--- src/rtl/watch_core_param.sv ---
// Cascaded time-of-day counter with run/pause, 12/24h display, field adjust and validated load.
// Optional alarm output enabled by defining WATCH_ALARM_EN.
module watch_core_param #(
    parameter int CLK_HZ   = 100_000_000,
    parameter int SUB_HZ   = 100,
    parameter int RST_HOUR = 12,
    localparam int SUB_W   = $clog2(SUB_HZ)
) (
    input  logic             clk,
    input  logic             rst,
    input  logic             run,
    input  logic             mode_12h,
    input  logic [1:0]       sel,
    input  logic             adj_up,
    input  logic             adj_down,
    input  logic             load,
    input  logic [4:0]       ld_hour,
    input  logic [5:0]       ld_min,
    input  logic [5:0]       ld_sec,
    input  logic             alarm_arm,
    input  logic [4:0]       alarm_hour,
    input  logic [5:0]       alarm_min,
    output logic [SUB_W-1:0] subsec,
    output logic [5:0]       sec,
    output logic [5:0]       min,
    output logic [4:0]       hour,
    output logic [4:0]       hour_disp,
    output logic             pm,
    output logic             sec_tick,
    output logic             load_err,
    output logic             alarm_hit
);

    localparam int DIV  = CLK_HZ / SUB_HZ;
    localparam int PS_W = (DIV > 1) ? $clog2(DIV) : 1;
    localparam logic [PS_W-1:0]  PS_MAX  = PS_W'(DIV - 1);
    localparam logic [SUB_W-1:0] SUB_MAX = SUB_W'(SUB_HZ - 1);
    localparam logic [4:0]       RST_H   = 5'(RST_HOUR);

    logic [PS_W-1:0]  r_ps,   w_ps_n;
    logic [SUB_W-1:0] r_sub,  w_sub_n;
    logic [5:0]       r_sec,  w_sec_n;
    logic [5:0]       r_min,  w_min_n;
    logic [4:0]       r_hour, w_hour_n;
    logic             r_sec_tick, r_load_err, r_alarm_hit;
    logic             w_tick, w_ld_ok, w_adj_ok, w_sec_carry, w_alarm;

    assign w_tick   = run && (r_ps == PS_MAX);
    assign w_ld_ok  = (ld_hour < 5'd24) && (ld_min < 6'd60) && (ld_sec < 6'd60);
    assign w_adj_ok = (sel != 2'd3) && (adj_up ^ adj_down);

    // Next-state: load beats adjust beats sub tick; a consumed cycle drops the tick
    always_comb begin
        w_sub_n     = r_sub;
        w_sec_n     = r_sec;
        w_min_n     = r_min;
        w_hour_n    = r_hour;
        w_sec_carry = 1'b0;
        if (run) begin
            w_ps_n = (r_ps == PS_MAX) ? {PS_W{1'b0}} : r_ps + PS_W'(1);
        end else begin
            w_ps_n = r_ps;
        end

        if (load) begin
            if (w_ld_ok) begin
                w_hour_n = ld_hour;
                w_min_n  = ld_min;
                w_sec_n  = ld_sec;
                w_sub_n  = {SUB_W{1'b0}};
                w_ps_n   = {PS_W{1'b0}};
            end else begin
                w_sub_n = r_sub;
            end
        end else if (w_adj_ok) begin
            case (sel)
                2'd0: begin
                    if (adj_up) begin
                        w_sec_n = (r_sec == 6'd59) ? 6'd0 : r_sec + 6'd1;
                    end else begin
                        w_sec_n = (r_sec == 6'd0) ? 6'd59 : r_sec - 6'd1;
                    end
                    w_sub_n = {SUB_W{1'b0}};
                end
                2'd1: begin
                    if (adj_up) begin
                        w_min_n = (r_min == 6'd59) ? 6'd0 : r_min + 6'd1;
                    end else begin
                        w_min_n = (r_min == 6'd0) ? 6'd59 : r_min - 6'd1;
                    end
                end
                2'd2: begin
                    if (adj_up) begin
                        w_hour_n = (r_hour == 5'd23) ? 5'd0 : r_hour + 5'd1;
                    end else begin
                        w_hour_n = (r_hour == 5'd0) ? 5'd23 : r_hour - 5'd1;
                    end
                end
                default: begin
                    w_sub_n = r_sub;
                end
            endcase
        end else if (w_tick) begin
            if (r_sub == SUB_MAX) begin
                w_sub_n     = {SUB_W{1'b0}};
                w_sec_carry = 1'b1;
                if (r_sec == 6'd59) begin
                    w_sec_n = 6'd0;
                    if (r_min == 6'd59) begin
                        w_min_n  = 6'd0;
                        w_hour_n = (r_hour == 5'd23) ? 5'd0 : r_hour + 5'd1;
                    end else begin
                        w_min_n = r_min + 6'd1;
                    end
                end else begin
                    w_sec_n = r_sec + 6'd1;
                end
            end else begin
                w_sub_n = r_sub + SUB_W'(1);
            end
        end else begin
            w_sub_n = r_sub;
        end
    end

`ifdef WATCH_ALARM_EN
    // Only a tick carry that lands exactly on hh:mm:00.0 can fire
    assign w_alarm = alarm_arm && w_sec_carry && (r_sec == 6'd59) &&
                     (w_min_n == alarm_min) && (w_hour_n == alarm_hour);
`else
    logic w_alarm_unused;
    assign w_alarm_unused = ^{alarm_arm, alarm_hour, alarm_min};
    assign w_alarm        = 1'b0;
`endif

    // State and pulse registers with synchronous reset
    always_ff @(posedge clk) begin
        if (rst) begin
            r_ps        <= {PS_W{1'b0}};
            r_sub       <= {SUB_W{1'b0}};
            r_sec       <= 6'd0;
            r_min       <= 6'd0;
            r_hour      <= RST_H;
            r_sec_tick  <= 1'b0;
            r_load_err  <= 1'b0;
            r_alarm_hit <= 1'b0;
        end else begin
            r_ps        <= w_ps_n;
            r_sub       <= w_sub_n;
            r_sec       <= w_sec_n;
            r_min       <= w_min_n;
            r_hour      <= w_hour_n;
            r_sec_tick  <= w_sec_carry;
            r_load_err  <= load && !w_ld_ok;
            r_alarm_hit <= w_alarm;
        end
    end

    assign subsec    = r_sub;
    assign sec       = r_sec;
    assign min       = r_min;
    assign hour      = r_hour;
    assign pm        = (r_hour >= 5'd12);
    assign sec_tick  = r_sec_tick;
    assign load_err  = r_load_err;
    assign alarm_hit = r_alarm_hit;
    assign hour_disp = !mode_12h          ? r_hour :
                       (r_hour == 5'd0)   ? 5'd12 :
                       (r_hour > 5'd12)   ? r_hour - 5'd12 : r_hour;

endmodule

--- config.mk ---
export PLATFORM = sky130hd
export DESIGN_NAME = watch_core_param
export DESIGN_NICKNAME = d
export VERILOG_FILES = /design/src/rtl/watch_core_param.sv
export SDC_FILE = /design/constraint.sdc
export NUM_CORES = 1
export LEC_CHECK = 0
export ABC_AREA = 1
export BUFFER_PORTS_ARGS = -buffer_cell sky130_fd_sc_hd__buf_2
export CORE_MARGIN = 8
export CORE_UTILIZATION = 60
export CTS_CLUSTER_SIZE = 12
export DETAILED_ROUTE_END_ITERATION = 6
export GPL_TIMING_DRIVEN = 1
export HOLD_SLACK_MARGIN = 0.05
export PLACE_DENSITY = 0.95
export SYNTH_ARGS = -nofsm -noshare
export SYNTH_HDL_FRONTEND = slang
export SYNTH_SLANG_ARGS = --single-unit
--- constraint.sdc ---
create_clock -name clk -period 3.3 [get_ports clk]
set_input_delay 0.165 -clock clk [delete_from_list [all_inputs] [get_ports clk]]
set_output_delay 0.165 -clock clk [all_outputs]
set_load 0.02 [all_outputs]
==> flow_summary.json <==
{
  "drive_gt1_share_pct": 14.3,
  "floorplan.die.width_um": 92.9,
  "route.detailed.vias_per_inst": 5.36,
  "core_region_area_um2": 5820,
  "grt_first_pass_wirelength_um": 15000,
  "pwr_density_nw_per_um2": 383,
  "hp-class": "in -> reg",
  "leakage_dissipation_uw": 0.00200,
  "place.gp.congestion": 0.921,
  "start_util_pct": 60.9,
  "critPathMaxFanout": 11,
  "cts_setup_buffers": 0,
  "ys_top_cells_by_count": "nand2_1 (187), nor2_1 (98), inv_1 (61)",
  "clock_path_buffers": 2,
  "final_skew_ns": 0.0111,
  "worst_supply_voltage_drop_on_vdd_mv": 0.328,
  "yosys.cell_count.top_type": "nand2_1",
  "final_core_utilization_pct": 67.4,
  "tritoncts_buffer_count": 5,
  "yosysWarnings": 0,
  "io_pins": 71,
  "die_area_um2": 8620,
  "placementRows": 28,
  "port-buffer-count": 57,
  "drv_cap": 0,
  "setup_total_negative_slack_ns": 0,
  "grt.overflow.total": 0,
  "post_synth_instance_area_um2": 3540,
  "post-dp-hpwl_um": 6790,
  "detail_route.first_pass.iterations": 5,
  "cts_resized": 0,
  "power_uw": 1500,
  "ys_async_sr_fraction_pct": 0,
  "clock_tree.root_cell": "clkbuf_8",
  "first_global_vias": 3481,
  "post_route_ant_nets": 0,
  "synth_sequential_area_ratio_pct": 26.0,
  "max-slew-margin-rel_pct": 53.3,
  "synth_flop_cell": "dfxtp_1",
  "global_route.usage.total_pct": 20.5,
  "n_fill_cell": 541,
  "worst_slew_pin_slew_ns": 0.700,
  "filler_free_cell_count_of_the_finished_design": 713,
  "rsz0062_at_grt": "false",
  "cts_tree": "yes",
  "die_ht_um": 92.9,
  "fmax_mhz": 460,
  "detail_route.iter0.violations": 231,
  "criticalPathCategory": "reg -> out",
  "drt_drc_violations_left": 0,
  "antenna_violations_before_repair": 0,
  "critPathLaunch": "hour[2]",
  "timing.critical_path.arrival_ns": 2.01,
  "worst_r2r_startpoint": "sec[0]",
  "layout.nets": 689,
  "run_status": "complete, no violations",
  "cts.reportedPaths.clkPinSlew_ns": 0.09,
  "hold_slack_ns": 0.162,
  "synth-seq-cells": 46,
  "routed_wire_length_per_instance_um": 12.6,
  "finalSetupViolCount": 0,
  "h-tree-depth": 2,
  "placed_cells": 705,
  "netlist_instances": 590,
  "synth_fp_nets": 642,
  "synth_top_area_share_pct": 26.0,
  "start_kind": "register",
  "timing.final.crit_period_ns": 2.18,
  "report.final.hold_viol_count": 0,
  "cp.required_ns": 3.13,
  "clock_network_latency_to_the_later_pin_of_the_worst_skew_pair_ns": 0.32,
  "source_of_the_worst_hold_timing_path": "rst",
  "yosysUniqueCellTypes": 37,
  "hold_buffers": 0,
  "routed_wirelength_um": 8960,
  "via_count": 3825,
  "final_min_period_over_clock_period_pct": 65.9,
  "grt_start_max_net_pins": 26,
  "netlist_top_cells_area": "dfxtp_1 (26%), nand2_1 (20%), nor2_1 (10%), nand3_1 (7.5%), inv_1 (6.5%)",
  "end_kind": "output pin",
  "synth_area_per_cell_um2": 6.01,
  "n_antenna_cell": 0,
  "synth_edf_count": 0,
  "netlist.top_cell.by_area": "dfxtp_1",
  "area_delta_synth_final_pct": 10.6,
  "clkSinkCount": 46,
  "slew_violations": 0
}
[placed cells by master, fill, tap and decap left out, drive strengths merged]
| cell | Yosys | routed |
|---|---|---|
| a211oi | 1 | 1 |
| a21oi | 12 | 12 |
| a22oi | 1 | 1 |
| a31oi | 1 | 1 |
| and2 | 1 | 1 |
| buf | 12 | 57 |
| clkbuf | 5 | 5 |
| clkinv | 0 | 1 |
| clkinvlp | 0 | 1 |
| conb | 1 | 1 |
| dfxtp | 46 | 46 |
| ha | 14 | 14 |
| inv | 65 | 66 |
| nand2 | 193 | 193 |
| nand3 | 58 | 58 |
| nand3b | 2 | 2 |
| nand4 | 16 | 16 |
| nor2 | 104 | 104 |
| nor3 | 7 | 7 |
| nor3b | 4 | 4 |
| nor4 | 1 | 1 |
| o211ai | 1 | 1 |
| o21ai | 21 | 21 |
| o21bai | 1 | 1 |
| or2 | 3 | 3 |
| xnor2 | 7 | 7 |
| xor2 | 13 | 13 |
[path summary, 6_finish.rpt]
kind / end / slack [ns] / cells after the start
max: hour_disp[0] / 1.12 / 8
min reg2reg: r_ps[19] / 0.48 / 2
min: subsec[2] / 0.16 / 2
max reg2reg: hour[2] / 1.38 / 10
[critical path, cell delays in order (launching register included)]
cell and delay [ns]:
dfxtp_1 0.60, inv_1 0.18, ha_1 0.25, nand3_1 0.15
inv_1 0.10, nand2_1 0.12, nand2_1 0.06, inv_1 0.06
buf_2 0.16
[registers in the layout, indices dropped and copies added, names as in the netlist]
signal / flops
min: 6
sec_tick: 1
r_ps: 20
sec: 6
subsec: 7
load_err: 1
hour: 5
[report_power, final]
group	total (uW)	internal, uW	switching (uW)
Clock	370	153	217
Sequential	630	584	46.5
Combinational	502	172	329
[per-stage QoR]
stage	setup WS (ns)	area (um2)
after CTS	1.16	3920
after detailed placement	1.35	3820
final	1.12	3920
after global placement	1.35	3820
after global routing	0.943	3920
after floorplan	1.58	3540
[kinds of logic after synthesis]
group	synth area share [%]
simple gates	48.4
flops	26.0
xor+xnor	4.94
compound gates	6.00
fa+ha+maj	4.94
buf+inv	9.64
other cells	0.106
[metal layers]
metal	track usage [%]	part of all wire (%)	vias up
li1	-	-	1955
met1	23.6	42	1738
met2	36.2	49	121
met3	5.58	8.3	11
met4	5.64	0.96	0
met5	0	0	-
[cell type report]
cell class                 instances  area [um2]  area share [%]
multi-input combinational        462        2280            58.2
sequential                        46         921            23.5
timing repair buffer              57         285            7.28
inverter                          65         244            6.23
tap                               75        93.8            2.39
clock buffer                       5        68.8            1.76
clock inverter                     3        25.0           0.639
Power figures use the tool's default switching activity.
